### config.mk
export PLATFORM = sky130hd
export DESIGN_NAME = endecoder_stream_ctrl_flat
export DESIGN_NICKNAME = d
export VERILOG_FILES = /design/src/rtl/endecoder_stream_ctrl_if.sv /design/src/rtl/endecoder_stream_ctrl.sv /design/src/flat_wrapper.sv
export SDC_FILE = /design/constraint.sdc
export NUM_CORES = 1
export LEC_CHECK = 0
export BUFFER_PORTS_ARGS = -buffer_cell sky130_fd_sc_hd__buf_2
export CAP_MARGIN = 20
export CORE_MARGIN = 4
export CORE_UTILIZATION = 43
export DETAILED_ROUTE_END_ITERATION = 6
export PLACE_DENSITY = 0.66
export RECOVER_POWER = 100
export SETUP_SLACK_MARGIN = 0.3
export SYNTH_ARGS = -nofsm -noshare
export SYNTH_HDL_FRONTEND = slang
export SYNTH_SLANG_ARGS = --single-unit
### constraint.sdc
create_clock -name clk_i -period 3.4 [get_ports clk_i]
set_input_delay 0.51 -clock clk_i [delete_from_list [all_inputs] [get_ports clk_i]]
set_output_delay 0.51 -clock clk_i [all_outputs]
set_load 0.005 [all_outputs]
### src/rtl/endecoder_stream_ctrl_if.sv
// -----------------------------------------------------------------------------
// endecoder_stream_ctrl_if
//
// Purpose: groups every non-clock signal of the byte-stream controller in one
// bundle: the byte input stream, the result output stream, the nibble-level
// start/done link to the EnDecoder engine and the two status flags.
//
// Handshake rules (both byte streams):
//   A transfer happens on a rising clock edge where valid and ready are both
//   high. Once the producer raises valid, it keeps valid high and the payload
//   stable until that transfer edge. The producer never waits for ready before
//   raising valid. Ready may rise and fall freely while valid is low.
//   The engine link is not valid/ready. The controller issues a one-cycle
//   ed_start_o with code/key/mode. The engine replies with a one-cycle
//   ed_done_i, and ed_code_i carries the result during that cycle.
//
// Signals (directions seen from the controller, modport master):
//   mode_i       in   0 = encrypt, 1 = decrypt, sampled on byte accept
//   key_i[3:0]   in   round key / round count, sampled on byte accept
//   in_data_i    in   input byte
//   in_valid_i   in   input byte valid
//   in_ready_o   out  controller can take a byte
//   out_data_o   out  result byte {hi_result, lo_result}
//   out_valid_o  out  result valid
//   out_ready_i  in   consumer takes the result
//   ed_code_o    out  nibble to the engine
//   ed_key_o     out  key to the engine
//   ed_mode_o    out  mode to the engine
//   ed_start_o   out  engine start pulse
//   ed_code_i    in   engine result nibble
//   ed_done_i    in   engine done pulse
//   busy_o       out  controller is processing a byte
//   error_o      out  sticky watchdog error
// -----------------------------------------------------------------------------
interface endecoder_stream_ctrl_if;
   logic       mode_i;
   logic [3:0] key_i;
   logic [7:0] in_data_i;
   logic       in_valid_i;
   logic       in_ready_o;
   logic [7:0] out_data_o;
   logic       out_valid_o;
   logic       out_ready_i;
   logic [3:0] ed_code_o;
   logic [3:0] ed_key_o;
   logic       ed_mode_o;
   logic       ed_start_o;
   logic [3:0] ed_code_i;
   logic       ed_done_i;
   logic       busy_o;
   logic       error_o;

   // Controller side
   modport master (
      input  mode_i, key_i, in_data_i, in_valid_i, out_ready_i,
             ed_code_i, ed_done_i,
      output in_ready_o, out_data_o, out_valid_o,
             ed_code_o, ed_key_o, ed_mode_o, ed_start_o,
             busy_o, error_o
   );

   // Environment side: byte source, byte sink and engine
   modport slave (
      output mode_i, key_i, in_data_i, in_valid_i, out_ready_i,
             ed_code_i, ed_done_i,
      input  in_ready_o, out_data_o, out_valid_o,
             ed_code_o, ed_key_o, ed_mode_o, ed_start_o,
             busy_o, error_o
   );
endinterface

### src/rtl/endecoder_stream_ctrl.sv
// -----------------------------------------------------------------------------
// endecoder_stream_ctrl
//
// Purpose: byte-stream initiator for the 4-bit round-based EnDecoder engine.
// The controller accepts one byte and sends its low nibble, then its high
// nibble, through the engine start/done handshake. It returns {hi, lo} results
// as one byte. A watchdog moves the controller into a sticky error state when
// the engine does not answer within TIMEOUT cycles of a start pulse.
//
// Parameters:
//   TIMEOUT  cycles waited for ed_done_i after a start pulse. It must be at
//            least 17: the engine needs up to 16 rounds, and done arrives
//            N+1 cycles after start.
//
// Ports:
//   clk_i    clock, rising edge
//   rst_ni   asynchronous active-low reset (shared with the engine)
//   bus      endecoder_stream_ctrl_if.master, all stream/engine/status signals
//   state_o  current FSM state encoding, for debug and checker binding
//            0 IDLE, 1 START_LO, 2 WAIT_LO, 3 START_HI, 4 WAIT_HI, 5 OUT, 6 ERR
// -----------------------------------------------------------------------------
module endecoder_stream_ctrl #(
   parameter int unsigned TIMEOUT = 24
) (
   input  logic                       clk_i,
   input  logic                       rst_ni,
   endecoder_stream_ctrl_if.master    bus,
   output logic [2:0]                 state_o
);

   // Wide enough to hold TIMEOUT itself
   localparam int unsigned CNT_W = $clog2(TIMEOUT + 1);

   typedef enum logic [2:0] {
      S_IDLE     = 3'd0,
      S_START_LO = 3'd1,
      S_WAIT_LO  = 3'd2,
      S_START_HI = 3'd3,
      S_WAIT_HI  = 3'd4,
      S_OUT      = 3'd5,
      S_ERR      = 3'd6
   } state_e;

   state_e             state_q;
   state_e             state_d;

   logic [3:0]         hi_nib_q;    // high nibble kept until START_HI
   logic [3:0]         code_q;      // nibble presented to the engine
   logic [3:0]         key_q;
   logic               mode_q;
   logic [3:0]         lo_res_q;
   logic [3:0]         hi_res_q;
   logic [CNT_W-1:0]   wd_q;

   logic               accept;
   logic               in_wait;
   logic               in_start;
   logic               wd_expired;

   // ---------------------------------------------------------------------------
   // Decodes shared by the FSM, the datapath and the watchdog
   // ---------------------------------------------------------------------------
   assign in_start = (state_q == S_START_LO) || (state_q == S_START_HI);
   assign in_wait  = (state_q == S_WAIT_LO)  || (state_q == S_WAIT_HI);

   // The counter is cleared in the start cycle, so in the k-th wait cycle it
   // holds k-1. Expiring at TIMEOUT-1 ends the TIMEOUT-th cycle after start,
   // and ERR (error_o) shows up one cycle later.
   assign wd_expired = (wd_q == CNT_W'(TIMEOUT - 1));

   // ---------------------------------------------------------------------------
   // State register
   // ---------------------------------------------------------------------------
   always_ff @(posedge clk_i or negedge rst_ni) begin
      if (!rst_ni) begin
         state_q <= S_IDLE;
      end else begin
         state_q <= state_d;
      end
   end

   // ---------------------------------------------------------------------------
   // Next-state and output decode
   // ---------------------------------------------------------------------------
   always_comb begin
      state_d          = state_q;
      accept           = 1'b0;
      bus.in_ready_o   = 1'b0;
      bus.out_valid_o  = 1'b0;
      bus.ed_start_o   = 1'b0;
      bus.busy_o       = 1'b0;
      bus.error_o      = 1'b0;

      case (state_q)
         S_IDLE: begin
            // The state register already reads IDLE while reset is held.
            // Gating with rst_ni keeps ready low until reset is released.
            bus.in_ready_o = rst_ni;
            accept         = bus.in_valid_i && rst_ni;
            if (accept) begin
               state_d = S_START_LO;
            end
         end

         S_START_LO: begin
            bus.ed_start_o = 1'b1;
            bus.busy_o     = 1'b1;
            state_d        = S_WAIT_LO;
         end

         S_WAIT_LO: begin
            bus.busy_o = 1'b1;
            // A done in the expiry cycle still counts as an answer
            if (bus.ed_done_i) begin
               state_d = S_START_HI;
            end else if (wd_expired) begin
               state_d = S_ERR;
            end
         end

         S_START_HI: begin
            bus.ed_start_o = 1'b1;
            bus.busy_o     = 1'b1;
            state_d        = S_WAIT_HI;
         end

         S_WAIT_HI: begin
            bus.busy_o = 1'b1;
            if (bus.ed_done_i) begin
               state_d = S_OUT;
            end else if (wd_expired) begin
               state_d = S_ERR;
            end
         end

         S_OUT: begin
            bus.out_valid_o = 1'b1;
            bus.busy_o      = 1'b1;
            if (bus.out_ready_i) begin
               state_d = S_IDLE;
            end
         end

         S_ERR: begin
            // Only rst_ni can clear this state
            bus.error_o = 1'b1;
         end

         default: begin
            state_d = S_IDLE;
         end
      endcase
   end

   // ---------------------------------------------------------------------------
   // Datapath: sampled byte/key/mode and the captured engine results
   // ---------------------------------------------------------------------------
   always_ff @(posedge clk_i or negedge rst_ni) begin
      if (!rst_ni) begin
         hi_nib_q <= '0;
         code_q   <= '0;
         key_q    <= '0;
         mode_q   <= 1'b0;
         lo_res_q <= '0;
         hi_res_q <= '0;
      end else begin
         if (accept) begin
            // The low nibble goes straight to the engine code register,
            // so it is already on ed_code_o in START_LO
            code_q   <= bus.in_data_i[3:0];
            hi_nib_q <= bus.in_data_i[7:4];
            key_q    <= bus.key_i;
            mode_q   <= bus.mode_i;
         end
         if ((state_q == S_WAIT_LO) && bus.ed_done_i) begin
            lo_res_q <= bus.ed_code_i;
            code_q   <= hi_nib_q;
         end
         if ((state_q == S_WAIT_HI) && bus.ed_done_i) begin
            hi_res_q <= bus.ed_code_i;
         end
      end
   end

   // ---------------------------------------------------------------------------
   // Watchdog counter: cleared in each start cycle, counts through the wait
   // ---------------------------------------------------------------------------
   always_ff @(posedge clk_i or negedge rst_ni) begin
      if (!rst_ni) begin
         wd_q <= '0;
      end else if (in_start) begin
         wd_q <= '0;
      end else if (in_wait) begin
         wd_q <= wd_q + CNT_W'(1);
      end
   end

   // ---------------------------------------------------------------------------
   // Registered outputs. These stay unchanged until the next accept or done
   // event, so out_data_o stays stable for the whole OUT state.
   // ---------------------------------------------------------------------------
   assign bus.ed_code_o  = code_q;
   assign bus.ed_key_o   = key_q;
   assign bus.ed_mode_o  = mode_q;
   assign bus.out_data_o = {hi_res_q, lo_res_q};
   assign state_o        = state_q;

endmodule
### src/flat_wrapper.sv
// flat-port wrapper written by rule: the top's interface ports become plain ports
module endecoder_stream_ctrl_flat 
#(
   parameter int unsigned TIMEOUT = 24
)
  (clk_i, rst_ni, state_o, bus_mode_i, bus_key_i, bus_in_data_i, bus_in_valid_i, bus_out_ready_i, bus_ed_code_i, bus_ed_done_i, bus_in_ready_o, bus_out_data_o, bus_out_valid_o, bus_ed_code_o, bus_ed_key_o, bus_ed_mode_o, bus_ed_start_o, bus_busy_o, bus_error_o);
  endecoder_stream_ctrl_if bus_i ();
  input  logic clk_i;
  input  logic rst_ni;
  output logic [2:0] state_o;
  input wire logic [$bits(bus_i.mode_i)-1:0] bus_mode_i;
  input wire logic [$bits(bus_i.key_i)-1:0] bus_key_i;
  input wire logic [$bits(bus_i.in_data_i)-1:0] bus_in_data_i;
  input wire logic [$bits(bus_i.in_valid_i)-1:0] bus_in_valid_i;
  input wire logic [$bits(bus_i.out_ready_i)-1:0] bus_out_ready_i;
  input wire logic [$bits(bus_i.ed_code_i)-1:0] bus_ed_code_i;
  input wire logic [$bits(bus_i.ed_done_i)-1:0] bus_ed_done_i;
  output wire logic [$bits(bus_i.in_ready_o)-1:0] bus_in_ready_o;
  output wire logic [$bits(bus_i.out_data_o)-1:0] bus_out_data_o;
  output wire logic [$bits(bus_i.out_valid_o)-1:0] bus_out_valid_o;
  output wire logic [$bits(bus_i.ed_code_o)-1:0] bus_ed_code_o;
  output wire logic [$bits(bus_i.ed_key_o)-1:0] bus_ed_key_o;
  output wire logic [$bits(bus_i.ed_mode_o)-1:0] bus_ed_mode_o;
  output wire logic [$bits(bus_i.ed_start_o)-1:0] bus_ed_start_o;
  output wire logic [$bits(bus_i.busy_o)-1:0] bus_busy_o;
  output wire logic [$bits(bus_i.error_o)-1:0] bus_error_o;
  assign bus_i.mode_i = bus_mode_i;
  assign bus_i.key_i = bus_key_i;
  assign bus_i.in_data_i = bus_in_data_i;
  assign bus_i.in_valid_i = bus_in_valid_i;
  assign bus_i.out_ready_i = bus_out_ready_i;
  assign bus_i.ed_code_i = bus_ed_code_i;
  assign bus_i.ed_done_i = bus_ed_done_i;
  assign bus_in_ready_o = bus_i.in_ready_o;
  assign bus_out_data_o = bus_i.out_data_o;
  assign bus_out_valid_o = bus_i.out_valid_o;
  assign bus_ed_code_o = bus_i.ed_code_o;
  assign bus_ed_key_o = bus_i.ed_key_o;
  assign bus_ed_mode_o = bus_i.ed_mode_o;
  assign bus_ed_start_o = bus_i.ed_start_o;
  assign bus_busy_o = bus_i.busy_o;
  assign bus_error_o = bus_i.error_o;
  endecoder_stream_ctrl #(.TIMEOUT(TIMEOUT)) u_core (.clk_i(clk_i), .rst_ni(rst_ni), .bus(bus_i), .state_o(state_o));
endmodule
==> results.md <==
- Largest net degree at the start of global routing: 31
- Die Width: ~64 µm
- Drt pass-1 iters: 4
- Rows: 20
- Initial Util: 0.4459
- RSZ-0062 raised after global routing: false
- CP startpoint kind: flop
- CP Max Fanout: 21
- Mapped Area: between 0.001 and 0.0015 mm²
- Largest cells by area after synthesis: dfrtp_1, mux2_2, mux2_1, buf_6, a221o_1
- Setup CP Type: reg2reg
- Final nets: about 170
- Post-CTS sizing: 0
- Setup violators final: 0
- Rel. slew slack: 0.04817
- Tot Pwr: 1.317 mW
- Worst skew pair latency: approximately 330 ps
- WP data required: between 3000 and 4000 ps
- Asr flop ratio synth: 1.000
- Vias per cell: just under 5
- Comb power frac: 0.362
- Footprint of the multi-input gates: between 500 and 600 µm²
- R2R cell count: 3
- Seq pwr share: 0.485
- Synth Flop Type: dfrtp_1
- Seq/Total Area, Yosys: 0.5331
- Pleak: about 0.74 nW
- Inserted Clock Buffers: 5
- N_diodes: 0
- Max-Cap Viols: 0
- PortBufs: 46
- Worst-path clk slew: 100 ps
- FF-to-FF Start: u_core.state_o[0]$_DFFE_PN0P_
- Post-CTS Setup Repair Bufs: 0
- Root buffer cell: clkbuf_4
- Final cell area excluding filler cells: around 0.0016 mm²
- # H-tree levels: 2
- Cell Area, Placed: around 0.0016 mm²
- Synth area leader: dfrtp_1
- Synth cell types: 30
- EDFF count, synth: 0
- DRT iter0 DRCs: 33
- CP endpoint: u_core.bus.ed_code_o[1]$_DFFE_PN0P_
- I/O pin count: 47
- Worst reg2reg path endpoint: u_core.bus.ed_code_o[1]$_DFFE_PN0P_
- Post-CTS Hold Fix Bufs: 0
- Maximum vdd drop: 0.3012 mV
- Core footprint: slightly above 0.003 mm²
- Cell-internal power: ~840 µW
- R2R setup slack: about 760 ps
- CTS tree: yes
- WL final: roughly 2.6 mm
- GR Util All Layers: 0.1405
- Critical Path AT: 2860 ps
- Routability-driven placement congestion ratio: ~0.75
- Register area: a little over 700 µm²
- Routed Antenna Nets: 0
- Count leader, synth: dfrtp_1
- Initial antenna violation count: 0
- Placed cell count: ~190
- Hold Vio Cnt, Final: 0
- Mapped Cells: 103
- Syn nets: ~130
- CTS max path bufs: 2
- Top cell type's share of synthesized area: 0.5331
- Filler instances: just over 300
- Hold Worst Slack: ~160 ps
- Setup crit end kind: flop
- Clock power frac: 0.153
- Clk sinks: 29
- Skew final: 11.02 ps
- Wire length per cell: roughly 13 µm
- Status: complete, no violations
- Cell Pwr Density: between 800 and 900 mW/mm²
- Worst Setup SP: u_core.state_o[0]$_DFFE_PN0P_
- Total negative setup slack: 0 ps
- HPWL Detailed: 1.910 mm
- Die height: around 64 µm
- Hold Crit Class: in2async
- Yosys warns: 0
- Area grow syn2layout: 17.19%
- Synth Area per Inst: between 10 and 15 µm²
- Die area: around 0.0041 mm²
- Switch share: 0.3616
- NetSw: roughly 480 µW
- Max Transition Viols Final: 0
- Share of layout cells above drive strength 1: 0.3684
- Final worst-path cycle share: 0.7756
- Peak Freq: ~380 MHz
- Total number of vias: between 900 and 1000
- Vias in the first global route: 982
- GRT Residual Overflow: 0
- #FFs+latches synth: 29
- Slew @ Worst Pin: between 1000 and 1500 ps
- DRC viols: 0
- First-pass GRT wire length: 4.416 mm
- Layout Cells excl Fill: slightly below 200
- Post-synth top cells: dfrtp_1, mux2_2, mux2_1
- Tmin final: 2637 ps
==> routing by layer <==
metal  part of all wire  routed length, µm  vias to the layer above  track usage
li1                   -                  -                      468            -
met1               0.40               1052                      454       0.1499
met2               0.50               1308                       34       0.2320
met3              0.084                222                        5      0.05448
met4              0.017                 45                        0      0.08707
met5                  0                  0                        -            0
==> power groups by stage <==
stage	combinational [mW]	clock, mW	sequential, mW
after detailed placement	0.526	0	0.666
final	0.477	0.202	0.638
after CTS	0.528	0.211	0.658
after global routing	0.537	0.227	0.673
after floorplan	0.389	0	0.613
after global placement	0.512	0	0.655
==> through the flow <==
| stage | utilization | setup slack [ps] |
|---|---|---|
| after floorplan | - | 1824 |
| after global placement | 0.5234 | 1400 |
| after detailed placement | 0.5234 | 1369 |
| after CTS | 0.5414 | 1143 |
| after global routing | 0.5225 | 533.5 |
| final | 0.5225 | 762.8 |
==> state kept, by name, indices dropped and copies added (netlist names) <==
name                  count
u_core.wd_q               5
u_core.bus.ed_code_o      4
u_core.bus.ed_key_o       4
u_core.hi_nib_q           4
u_core.hi_res_q           4
u_core.lo_res_q           4
u_core.state_o            3
u_core.bus.ed_mode_o      1
==> worst max-delay path: stages (launching register included) <==
cell	delay [ps]
dfrtp_1	620
nor4bb_1	1240
a21oi_1	270
a221o_1	380
==> cells in the final DEF (no fill, tap or decap) <==
cell / Yosys / layout
a31oi_1: 1 / 1
clkbuf_4: 0 / 5
inv_1: 4 / 4
nor4b_1: 0 / 1
buf_4: 1 / 1
clkbuf_2: 0 / 1
buf_2: 0 / 35
nor3_1: 2 / 2
dfrtp_1: 29 / 29
nand2_1: 5 / 5
nand3_1: 2 / 2
o21ai_0: 3 / 3
o211ai_1: 2 / 2
a221o_1: 4 / 4
and3_1: 1 / 1
nor4bb_1: 1 / 2
xnor2_1: 0 / 1
nand2b_1: 2 / 2
and2_0: 0 / 1
nor3b_2: 2 / 1
mux2_1: 6 / 7
mux2_2: 11 / 10
a21oi_1: 3 / 3
mux2i_1: 3 / 3
o41ai_1: 1 / 1
ha_1: 1 / 1
clkinvlp_4: 0 / 1
o311ai_0: 0 / 1
o31ai_1: 3 / 3
nor3b_1: 0 / 1
clkbuf_1: 1 / 10
clkinv_2: 0 / 2
nor2_1: 2 / 2
and2_1: 4 / 4
==> layout make-up <==
| class | instances | share of cell area |
|---|---|---|
| Clock inverter | 3 | 0.01098 |
| Timing Repair Buffer | 47 | 0.1412 |
| Sequential cell | 29 | 0.4549 |
| Inverter | 4 | 0.009412 |
| Clock buffer | 5 | 0.02353 |
| Multi-Input combinational cell | 64 | 0.3255 |
| Tap cell | 44 | 0.03451 |
==> kinds of logic after synthesis <==
kind of cell	after synthesis	share of synthesized area
and+or+nand+nor	24	0.1342
DFF	29	0.5331
muxes	20	0.1627
buffers and inverters	10	0.05238
xor gates and xnor gates	1	0.01195
adders and majority gates	1	0.009190
AOI/OAI and AO/OA	18	0.09650
==> worst min-delay path by stage <==
stage                                                  start                                  end  slack, ps  cells after the start
after detailed placement  u_core.bus.ed_key_o[2]$_DFFE_PN0P_   u_core.bus.ed_key_o[2]$_DFFE_PN0P_        470                      1
after CTS                                             rst_ni   u_core.bus.ed_key_o[3]$_DFFE_PN0P_        170                      2
final                                                 rst_ni   u_core.bus.ed_key_o[3]$_DFFE_PN0P_        160                      2
after floorplan                                       rst_ni  u_core.bus.ed_code_o[0]$_DFFE_PN0P_        210                      0
after global routing                                  rst_ni   u_core.bus.ed_key_o[3]$_DFFE_PN0P_        180                      2
after global placement    u_core.bus.ed_key_o[0]$_DFFE_PN0P_   u_core.bus.ed_key_o[0]$_DFFE_PN0P_        460                      1
(Power assumes the default switching activity.)
